File: config.mk
export PLATFORM = sky130hd
export DESIGN_NAME = uart_tx_ctrl
export DESIGN_NICKNAME = d
export VERILOG_FILES = /design/src/rtl/uart_pkg.sv /design/src/rtl/uart_tx_ctrl.sv
export SDC_FILE = /design/constraint.sdc
export NUM_CORES = 1
export LEC_CHECK = 0
export BUFFER_PORTS_ARGS = -buffer_cell sky130_fd_sc_hd__buf_2
export CORE_MARGIN = 3
export CORE_UTILIZATION = 58
export DETAILED_ROUTE_END_ITERATION = 12
export GPL_TIMING_DRIVEN = 0
export PLACE_DENSITY = 0.92
export SETUP_SLACK_MARGIN = 0.5
export SLEW_MARGIN = 20
export SYNTH_ARGS = -nofsm -noshare
export SYNTH_HDL_FRONTEND = slang
export SYNTH_SLANG_ARGS = --single-unit
File: constraint.sdc
create_clock -name i_clk -period 3.1 [get_ports i_clk]
set_clock_uncertainty 0.15 [all_clocks]
set_input_delay 0.62 -clock i_clk [delete_from_list [all_inputs] [get_ports i_clk]]
set_output_delay 0.62 -clock i_clk [all_outputs]
set_load 0.05 [all_outputs]
File: src/rtl/uart_pkg.sv
// Shared UART definitions: FSM state encoding and line levels, common to the tx and rx paths.
package uart_pkg;

    typedef logic [2:0] state_t;

    localparam state_t IDLE   = 3'd0;
    localparam state_t START  = 3'd1;
    localparam state_t DATA   = 3'd2;
    localparam state_t PARITY = 3'd3;
    localparam state_t STOP   = 3'd4;

    localparam logic LINE_IDLE  = 1'b1;
    localparam logic LINE_START = 1'b0;

endpackage

File: src/rtl/uart_tx_ctrl.sv
// UART transmit frame sequencer: start, data LSB first, optional parity, stop bits.
// Bits advance on qualified ticks from baud_gen_tx, which is restarted at every accept.
module uart_tx_ctrl
    import uart_pkg::*;
#(
    parameter int DATA_BITS  = 8,
    parameter bit PARITY_EN  = 1'b0,
    parameter bit PARITY_ODD = 1'b0,
    parameter int STOP_BITS  = 1
) (
    input  logic                 i_clk,
    input  logic                 i_rst_n,
    input  logic [DATA_BITS-1:0] i_tx_data,
    input  logic                 i_tx_valid,
    output logic                 o_tx_ready,
    input  logic                 i_baud_en,
    output logic                 o_baud_rst,
    output logic                 o_txd,
    output logic                 o_tx_busy,
    output logic                 o_tx_done
);
    localparam int CNT_W = $clog2(DATA_BITS + 1);

    generate
        if (DATA_BITS < 5 || DATA_BITS > 8) begin : g_bad_data_bits
            $error("uart_tx_ctrl: DATA_BITS must be in 5..8");
        end
        if (STOP_BITS < 1 || STOP_BITS > 2) begin : g_bad_stop_bits
            $error("uart_tx_ctrl: STOP_BITS must be 1 or 2");
        end
    endgenerate

    state_t               r_state, w_state_nxt;
    logic [DATA_BITS-1:0] r_shift, w_shift_nxt;
    logic [CNT_W-1:0]     r_bit_cnt;
    logic                 r_stop_cnt;
    logic                 r_parity;
    logic                 r_txd, r_tx_ready, r_tx_busy, r_tx_done, r_baud_rst;
    logic                 w_accept, w_tick, w_last_data, w_last_stop, w_txd_nxt;

    assign w_accept    = i_tx_valid & r_tx_ready;
    // Ticks in IDLE or in the restart cycle are left over from the previous bit period.
    assign w_tick      = i_baud_en & ~r_baud_rst & (r_state != IDLE);
    assign w_last_data = (r_bit_cnt == CNT_W'(DATA_BITS - 1));
    assign w_last_stop = (r_stop_cnt == 1'(STOP_BITS - 1));

    always_ff @(posedge i_clk or negedge i_rst_n) begin
        if (!i_rst_n) r_state <= IDLE;
        else          r_state <= w_state_nxt;
    end

    always_comb begin
        w_state_nxt = r_state;
        case (r_state)
            IDLE:    if (w_accept)                w_state_nxt = START;
            START:   if (w_tick)                  w_state_nxt = DATA;
            DATA:    if (w_tick && w_last_data)   w_state_nxt = PARITY_EN ? PARITY : STOP;
            PARITY:  if (w_tick)                  w_state_nxt = STOP;
            STOP:    if (w_tick && w_last_stop)   w_state_nxt = IDLE;
            default:                              w_state_nxt = IDLE;
        endcase
    end

    always_comb begin
        w_shift_nxt = r_shift;
        if (w_accept)                       w_shift_nxt = i_tx_data;
        else if (w_tick && r_state == DATA) w_shift_nxt = r_shift >> 1;
    end

    always_ff @(posedge i_clk or negedge i_rst_n) begin
        if (!i_rst_n) begin
            r_shift    <= '0;
            r_bit_cnt  <= '0;
            r_stop_cnt <= 1'b0;
            r_parity   <= 1'b0;
        end else begin
            r_shift <= w_shift_nxt;
            if (w_accept) begin
                r_bit_cnt  <= '0;
                r_stop_cnt <= 1'b0;
                r_parity   <= (^i_tx_data) ^ PARITY_ODD;
            end else if (w_tick) begin
                if (r_state == DATA && !w_last_data) r_bit_cnt <= r_bit_cnt + CNT_W'(1);
                if (r_state == STOP)                 r_stop_cnt <= ~r_stop_cnt;
            end
        end
    end

    // Line level is decided from the next state so TXD moves the cycle after the tick.
    always_comb begin
        w_txd_nxt = LINE_IDLE;
        case (w_state_nxt)
            START:   w_txd_nxt = LINE_START;
            DATA:    w_txd_nxt = w_shift_nxt[0];
            PARITY:  w_txd_nxt = r_parity;
            default: w_txd_nxt = LINE_IDLE;
        endcase
    end

    always_ff @(posedge i_clk or negedge i_rst_n) begin
        if (!i_rst_n) begin
            r_txd      <= LINE_IDLE;
            r_tx_ready <= 1'b0;
            r_tx_busy  <= 1'b0;
            r_tx_done  <= 1'b0;
            r_baud_rst <= 1'b0;
        end else begin
            r_txd      <= w_txd_nxt;
            r_tx_ready <= (w_state_nxt == IDLE);
            r_tx_busy  <= (w_state_nxt != IDLE);
            r_tx_done  <= (r_state == STOP) && (w_state_nxt == IDLE);
            r_baud_rst <= w_accept;
        end
    end

    assign o_txd      = r_txd;
    assign o_tx_ready = r_tx_ready;
    assign o_tx_busy  = r_tx_busy;
    assign o_tx_done  = r_tx_done;
    assign o_baud_rst = r_baud_rst;

endmodule

# == Yosys cells after proc, flatten, opt, wreduce, memory -nomap -nowiden ==
# Cells that the tools add are included.
# word_totals
regBits,22
latchBits,0
ram_bits,0
rom_bits,0
inputBits,12
out_inout_bits,5
mem_count,0
# classes
addsub,1
mul,0
n_div,0
order_cmp,0
n_eq_ne,8
shift,0
n_mux,15
bitwise_logic,5
n_reduce_logical,17
# op_table
cell,n
$mux 8,2
$mux 3,5
$pmux 3 s5,1
$eq 3x2->1 const B,4
$mux 4,3
$reduce_bool 2->1,4
$reduce_xor 8->1,1
$eq 3x1->1 const B,2
$logic_not 3->1,2
$reduce_bool 3->1,2
$logic_and 1x1->1,5
$add 4x1->4 const B,1
$eq 4x3->1 const B,1
$reduce_and 2->1,2
$and 1x1->1,3
$eq 3x3->1 const B,1
$mux 1,3
$pmux 1 s3,1
$not 1->1,2
$logic_not 1->1,1

# == Depth between registers and ports, before layout ==
# Gate-level depths: netlist of run 1.
# logic_depth
ltp_word,8
ltp_mapped,5

# == Worst setup path before layout of run 1 ==
# OpenSTA, ideal clock, no wires.
# synth_path
path_type,register -> register
from,"reg r_baud_rst, in the netlist o_baud_rst"
to,reg r_bit_cnt[3]
setup_time_ns,0.080
t_arrival_ns,1.797
path_slack_ns,1.073
path_stages_with_launch,6
n_path_buf,1
synth_period_minus_slack_ns,2.027
path_cell_list,dfrtp_1 nand4bb_4 or2_1 buf_6 or4_1 a21oi_1
# synth_between
elab_chain_cells,5
# synth_lines
item,line_no,text
start: declaration,uart_tx_ctrl.sv:38,"logic r_txd, r_tx_ready, r_tx_busy, r_tx_done, r_baud_rst;"
start signal: assignment,uart_tx_ctrl.sv:112,r_baud_rst <= w_accept;
$not 1->1,uart_tx_ctrl.sv:43,assign w_tick = i_baud_en & ~r_baud_rst & (r_state != IDLE);
$and 1x1->1 (2 in a row),uart_tx_ctrl.sv:43,
$reduce_bool 2->1 (no source line),-,
$reduce_and 2->1 (no source line),-,
end signal: assignment,uart_tx_ctrl.sv:83,if (r_state == DATA && !w_last_data) r_bit_cnt <= r_bit_cnt + CNT_W'(1);
end: declaration,uart_tx_ctrl.sv:35,logic [CNT_W-1:0] r_bit_cnt;
# Every way passes these cells.
# A chain may end at the register's enable or synchronous reset.

# == Worst setup path after layout of run 1 ==
# layout_path
from,reg r_state[0]
to,reg r_bit_cnt[3]
# layout_between
elab_chain_cells,4
elab_cells_between_ends,7
classes_between,1 x eq/ne; 1 x bitwise; 5 x reduce/logical
# layout_lines
item,line_no,text
start: declaration,uart_tx_ctrl.sv:33,"state_t r_state, w_state_nxt;"
start signal: assignment,uart_tx_ctrl.sv:49,else r_state <= w_state_nxt;
$eq 3x2->1 or $reduce_bool 3->1 (tied branches),"uart_tx_ctrl.sv:83, uart_tx_ctrl.sv:43",
$logic_and 1x1->1 or $and 1x1->1 (tied branches),"uart_tx_ctrl.sv:83, uart_tx_ctrl.sv:43",
$reduce_bool 2->1 (no source line),-,
$reduce_and 2->1 (no source line) *,-,
# Every way passes the cells marked *; elsewhere a longest branch is shown, timed or not.

==> qor.yml, run 1 <==
die:
  num_io_pins: 17
  rows: 14
  die_y_um: 48.8
  core-area_mm2: 0.00161
  fp.dieArea_mm2: 0.00239
  die_w_um: 48.8
  start_util: 0.661
place:
  finalWeightedCongestion: 0.869
  port_buffers: 16
  dpl.hpwl_um: 1500
logic_synthesis:
  synth.distinct_cells: 31
  syn_nets: 121
  async_flop_share: 1.00
  yosysSeqAreaShare: 0.518
  yosys_warnings: 0
  synth_edf_count: 0
  ys.flop_type: "dfrtp_1"
  avgSynthCellArea_um2: 9.86
  ys_ff_latch: 22
  synth_common_cells: "dfrtp_1 (21), nand2_1 (18), nor2_1 (15)"
  synthDominantCellAreaShare: 0.494
  syn_inst: 108
  synth_top_area_cell: "dfrtp_1"
  synthesis.area_mm2: 0.00106
  yosys.cell_count.top_type: "dfrtp_1"
  netlist_top_cells_area: "dfrtp_1 (49%), xnor2_1 (7.4%), nand2_1 (6.3%)"
clock_network:
  h-tree-depth: 1
  cts_buffer_depth: 2
  cts.sinks: 22
  cts_buffers: 3
  cts_tree: "done"
  ctsRootBufferMaster: "clkbuf_4"
  insertion_delay_ns: 0.31
  postCtsHoldBufs: 0
  cts_setup_buffers: 0
  cts.repair.resized: 0
  clkTransAtPathRegs_ns: 0.12
pwr:
  pwr-share-clk: 0.187
  ir_drop_v: 0.000544
  power_frac_seq: 0.415
  combPwrFrac: 0.398
  power.total_w: 0.00117
  powerDensity_mw_per_mm2: 952
  power.switching_w: 0.000454
  power.leakage_nw: 0.583
  switching_share: 0.388
  p_int_w: 0.000715
worst_setup_path:
  slowest_stage: "dfrtp_1"
  worst-path-buf-inv: 1
  required_ns: 3.19
  crit_chain: "nand4bb_4 -> or2_1 -> buf_6 -> or4_1 -> a21oi_1"
  crit_fanout: 9
  reg2reg_from: "r_state[0]"
  timing.rr.end: "r_bit_cnt[3]"
  cp.arrival_ns: 2.09
  path_delay_family: "simple AND/OR/NAND/NOR gates"
  r2r_slack_ns: 1.10
  criticalPathCategory: "register to register"
  cp_slowest_stage_delay_ns: 0.47
  worst-r2r-cell-count: 5
  start_kind: "register"
  critPathCaptureType: "register"
hold_path:
  hold_path.class: "primary input to asynchronous set/reset pin"
final_layout:
  layout-drive-gt1-share: 0.203
  final_nets: 142
  fillers: 112
  num_antenna_cells: 0
  syn_to_final_growth_pct: 15.3
detailed_routing:
  drt.antenna.violating_nets: 0
  detail_route.iter0.violations: 34
  finalWirelength_um: 2040
  wl_per_cell_um: 13.4
  drc_errors: 0
  dr.pass1.iters: 4
  vias: 863
  vias_per_cell: 5.68
grt:
  grt_max_degree: 23
  grt_usage: 0.184
  overflow: 0
  grt_pass1_wl_um: 3420
  antenna_found_initial: 0
  grt_pass1_vias: 794
timing:
  tightest_slew_ns: 0.471
  tns_ns: 0
  rsz0062_at_grt: "no"
  finalHoldViolations: 0
  maxSlewViolCount: 0
  fmax_mhz: 500
  relSlewSlack: 0.686
  period_share: 0.645
  finalSetupViolCount: 0
  period_minus_slack_ns: 2.00
  hold_slack_ns: 0.0854
run:
  max_cap_viol_count: 0
run_status:
  status: "completed"
[metal layers]
layer  track usage  vias up  part of all wire
li1              -      409                 -
met1         0.246      404              0.44
met2         0.292       41              0.46
met3        0.0245        9             0.067
met4        0.0948        0             0.030
met5             0        -                 0
[flip-flops by register name, summed over array words and instances, names as in the netlist]
| name | flops |
|---|---|
| o_baud_rst | 1 |
| o_tx_busy | 1 |
| o_tx_done | 1 |
| o_tx_ready | 1 |
| o_txd | 1 |
| r_bit_cnt | 4 |
| r_parity | 1 |
| r_shift | 8 |
| r_state | 3 |
| r_stop_cnt | 1 |
[cell families (layout without fill, tap and decap cells)]
logic type,after synthesis,after routing,share of synthesized area
AOI/OAI and AO/OA,21,21,0.128
xor gates and xnor gates,10,10,0.0823
muxes,1,1,0.00940
and+or+nand+nor,47,47,0.222
adders and majority gates,1,1,0.0117
buffers and inverters,6,26,0.0282
DFF,22,22,0.518
[cells in the final DEF, fill, tap and decap left out]
cell / Yosys / final
a21o_1: 1 / 1
a21o_2: 1 / 1
a21oi_1: 2 / 2
a22oi_1: 1 / 1
a311oi_1: 1 / 1
a31oi_1: 7 / 7
and3b_1: 2 / 2
buf_2: 0 / 16
buf_6: 1 / 1
bufinv_16: 0 / 1
clkbuf_1: 2 / 2
clkbuf_4: 0 / 3
clkinv_1: 1 / 1
dfrtp_1: 21 / 21
dfstp_2: 1 / 1
ha_1: 1 / 1
inv_1: 2 / 2
mux2i_1: 1 / 1
nand2_1: 18 / 18
nand2b_1: 1 / 1
nand3_1: 2 / 2
nand4bb_4: 1 / 1
nor2_1: 15 / 15
nor2b_1: 1 / 1
nor3_1: 2 / 2
nor4b_1: 1 / 1
o211a_1: 1 / 1
o211ai_1: 2 / 2
o21ai_0: 5 / 5
or2_1: 1 / 1
or2_2: 2 / 2
or4_1: 1 / 1
xnor2_1: 9 / 9
xor2_1: 1 / 1
[per-stage QoR]
step	area, um^2	setup WS [ns]	cells	utilization
final	1230	1.10	152	0.762
after global routing	1230	1.03	152	0.762
after CTS	1230	1.10	152	0.762
after detailed placement	1170	0.962	148	0.729
after global placement	1170	0.992	148	0.729
after floorplan	1060	1.07	108	-
[final cells by class]
cell class	count	area [um^2]	share of cell area
plain buffers	3	18.8	0.0153
flip-flops and latches	22	552	0.450
inverters	3	11.3	0.00917
clock buffers	3	22.5	0.0183
repair buffers	16	80.1	0.0652
clock inverters	1	30.0	0.0245
well taps	24	30.0	0.0245
multi-input cells	80	483	0.393
[worst max-delay path by stage]
stage,endpoint,start,depth (start not counted)
final,r_bit_cnt[3],r_state[0],5
after global routing,r_bit_cnt[3],r_state[0],5
after CTS,r_bit_cnt[3],r_state[0],5
after detailed placement,r_bit_cnt[3],i_baud_en,6
after global placement,r_bit_cnt[3],i_baud_en,6
after floorplan,r_bit_cnt[3],o_baud_rst,5
[power by group through the flow]
stage	Sequential, W	Combinational (W)	Clock [W]
finish	0.000485	0.000465	0.000219
global route	0.000500	0.000516	0.000237
CTS	0.000482	0.000467	0.000221
detailed placement	0.000489	0.000464	0
global placement	0.000481	0.000441	0
floorplan	0.000556	0.000281	0
Note: power is estimated with default switching activity, not from simulation.
==> run 2, diff against run 1 <==
--- a/config.mk
+++ b/config.mk
@@ -5,12 +5,13 @@
 export SDC_FILE = /design/constraint.sdc
 export NUM_CORES = 1
 export LEC_CHECK = 0
+export ABC_AREA = 1
 export BUFFER_PORTS_ARGS = -buffer_cell sky130_fd_sc_hd__buf_2
 export CORE_MARGIN = 3
-export CORE_UTILIZATION = 58
+export CORE_UTILIZATION = 55
 export DETAILED_ROUTE_END_ITERATION = 12
 export GPL_TIMING_DRIVEN = 0
-export PLACE_DENSITY = 0.92
+export PLACE_DENSITY = 0.88
 export SETUP_SLACK_MARGIN = 0.5
 export SLEW_MARGIN = 20
 export SYNTH_ARGS = -nofsm -noshare
==> constraint.sdc (replaced) <==
create_clock -name i_clk -period 2 [get_ports i_clk]
set_clock_uncertainty 0.15 [all_clocks]
set_input_delay 0.4 -clock i_clk [delete_from_list [all_inputs] [get_ports i_clk]]
set_output_delay 0.4 -clock i_clk [all_outputs]
set_load 0.05 [all_outputs]
==> run 2 against run 1 <==
Count of clock-buffer cells in the layout grew 1. Synthesized area is 14% higher. Die area increased by 17%. Sequential power is 64% higher. First-iteration DRC count fell by 71%. Largest power group is now combinational cells.
==> qor.yml, run 2 <==
clock_network:
  ctsRootBufferMaster: "clkbuf_4"
  cts_buffer_depth: 2  # unchanged
  cts.sinks: 22  # unchanged
  cts_buffers: 3  # unchanged
  insertion_delay_ns: 0.30  # about the same
  cts_tree: "done"
  clkTransAtPathRegs_ns: 0.12  # about the same
  h-tree-depth: 1  # unchanged
die:
  num_io_pins: 17  # unchanged
  fp.dieArea_mm2: 0.00280  # +17%
  die_w_um: 52.9  # +8.4%
  core-area_mm2: 0.00202  # +25%
  rows: 16  # +2
  start_util: 0.599  # -0.0617
  die_y_um: 52.9  # +8.4%
worst_setup_path:
  crit_chain: "buf_8"
  worst-path-buf-inv: 1  # unchanged
  reg2reg_from: "r_bit_cnt[0]"
  path_depth: 1  # -4
  cp-startpoint: "o_txd"
  start_kind: "register"
  criticalPathCategory: "register to primary output"
  endpoint: "o_txd"
  slowest_stage: "dfstp_2"
  cp_slowest_stage_delay_ns: 0.56  # +0.09 ns
  worst-r2r-cell-count: 7  # +2
  cp.arrival_ns: 1.01  # -1.08 ns
  crit_fanout: 1  # -8
  required_ns: 1.45  # -1.74 ns
  timing.rr.end: "o_tx_done"
  critPathCaptureType: "primary output"
  path_delay_family: "flip-flops"
  r2r_slack_ns: 0.50  # -0.60 ns
logic_synthesis:
  synth_top_area_cell: "dfrtp_1"
  avgSynthCellArea_um2: 8.24  # -16%
  syn_nets: 160  # +32%
  async_flop_share: 1.00  # unchanged
  synthesis.area_mm2: 0.00121  # +14%
  synth_edf_count: 0  # unchanged
  ys.flop_type: "dfrtp_1"
  yosys.cell_count.top_type: "nand2_1"
  ys_ff_latch: 22  # unchanged
  yosys_warnings: 0  # unchanged
  syn_inst: 147  # +36%
  netlist_top_cells_area: "dfrtp_1 (43%), nand3_1 (12%), nand2_1 (11%)"
  synth_common_cells: "nand2_1 (37), nand3_1 (30), dfrtp_1 (21)"
  synth.distinct_cells: 29  # -6.5%
  yosysSeqAreaShare: 0.456  # -0.0626
  synthDominantCellAreaShare: 0.434  # -0.0597
final_layout:
  top_regs: "r_shift x8, r_bit_cnt x4, r_state x3"
  final_cell_mix: "nand2_1 (37), nand3_1 (29), dfrtp_1 (17), buf_2 (13), buf_4 (9)"
  fillers: 140  # +25%
  top_register: "r_shift"
  fin_cells: 204  # +34%
  num_antenna_cells: 0  # unchanged
  layout-drive-gt1-share: 0.333  # +0.130
  final_nets: 191  # +35%
  syn_to_final_growth_pct: 23.0
  mostFrequentLayoutCell: "nand2_1"
  largest_reg_flops: 8  # unchanged
timing:
  tns_ns: 0  # unchanged
  finalSetupViolCount: 0  # unchanged
  rsz0062_at_grt: "yes"
  period_minus_slack_ns: 1.56
  maxSlewViolCount: 0  # unchanged
  relSlewSlack: 0.678  # -0.00860
  tightest_slew_ns: 0.484  # +0.0129 ns
  finalHoldViolations: 0  # unchanged
  fmax_mhz: 643
  hold_slack_ns: 0.212  # +0.127 ns
  period_share: 0.778
detailed_routing:
  wl_per_cell_um: 12.4  # -7.5%
  drc_errors: 0  # unchanged
  drt.antenna.violating_nets: 0  # unchanged
  vias_per_cell: 5.25  # -7.6%
  finalWirelength_um: 2530  # +24%
  detail_route.iter0.violations: 10  # -71%
  vias: 1070  # +24%
  dr.pass1.iters: 4  # unchanged
pwr:
  powerDensity_mw_per_mm2: 1390  # +45%
  ir_drop_v: 0.000858  # +58%
  power.leakage_nw: 0.728  # +25%
grt:
  antenna_found_initial: 0  # unchanged
  overflow: 0  # unchanged
  grt_pass1_wl_um: 4000  # +17%
  grt_usage: 0.192  # +0.00773
  grt_pass1_vias: 981  # +24%
  grt_max_degree: 23  # unchanged
place:
  dpl.hpwl_um: 1740  # +15%
  finalWeightedCongestion: 0.789  # -9.1%
  port_buffers: 16  # unchanged
  post-place-cells: 190  # +28%
run_status:
  status: "completed"
hold_path:
  hold_path.class: "primary input to register"
run:
  max_cap_viol_count: 0  # unchanged
run 2: cell types whose count changed in the layout (fill, tap and decap cells not counted), moves of 5 or more:
cell | previous run | this run
a31oi_1 | 7 | 1
buf_4 | 0 | 9
nand2_1 | 18 | 37
nand3_1 | 2 | 29
nor2_1 | 15 | 7
xnor2_1 | 9 | 4
run 2: cell families (layout without fill, tap and decap cells):
logic type / after synthesis / in the layout / share of synthesized area
xor gates and xnor gates: 9 / 9 / 0.0651
buffers and inverters: 13 / 43 / 0.0424
DFF: 22 / 22 / 0.456
adders and majority gates: 1 / 1 / 0.0103
AOI/OAI and AO/OA: 9 / 9 / 0.0434
and+or+nand+nor: 93 / 93 / 0.383
run 2: repair_timing:
action	CTS	global route
pin swaps	0	7
gates resized for setup	5	14
hold endpoints to repair	21	0
setup endpoints to repair	2	19
hold buffers	1	0
buffers inserted	0	9
run 2: cell type report:
cell class | count | area (um^2) | share of cell area
multi-input combinational | 112 | 629 | 0.422
sequential | 22 | 557 | 0.374
timing repair buffer | 26 | 176 | 0.118
inverter | 10 | 37.5 | 0.0252
clock buffer | 4 | 36.3 | 0.0243
tap | 27 | 33.8 | 0.0227
buffer | 3 | 20.0 | 0.0134
run 2: worst min path at each step:
stage | cells past startpoint | end | start | slack, ns
final | 3 | r_shift[7] | i_tx_data[7] | 0.21
after global routing | 3 | r_shift[4] | i_tx_data[4] | 0.21
after CTS | 3 | r_shift[4] | i_tx_data[4] | 0.21
after detailed placement | 1 | o_tx_busy | i_rst_n | 0.24
after global placement | 1 | o_tx_busy | i_rst_n | 0.23
after floorplan | 0 | o_baud_rst | i_rst_n | -0.05
run 2: routing by layer:
layer,vias up,GRT usage,part of all wire
li1,547,-,-
met1,485,0.211,0.41
met2,30,0.374,0.52
met3,8,0.0254,0.043
met4,0,0.0553,0.032
met5,-,0,0
run 2: per-stage QoR:
stage | power [W] | area [um^2] | setup slack (ns) | util
3_3_place_gp | 0.00159 | 1330 | 0.486 | 0.657
2_1_floorplan | 0.00144 | 1210 | 0.536 | -
6_report | 0.00206 | 1490 | 0.444 | 0.737
5_1_grt | 0.00223 | 1490 | 0.414 | 0.737
3_5_place_dp | 0.00164 | 1330 | 0.457 | 0.657
4_1_cts | 0.00191 | 1390 | 0.450 | 0.688
run 2: power breakdown:
group          total [W]  leakage, nW  switching [W]  internal [W]
registers       0.000794        0.271       0.000147      0.000647
clock network   0.000237       0.0210       0.000126      0.000111
logic            0.00103        0.436       0.000633      0.000400
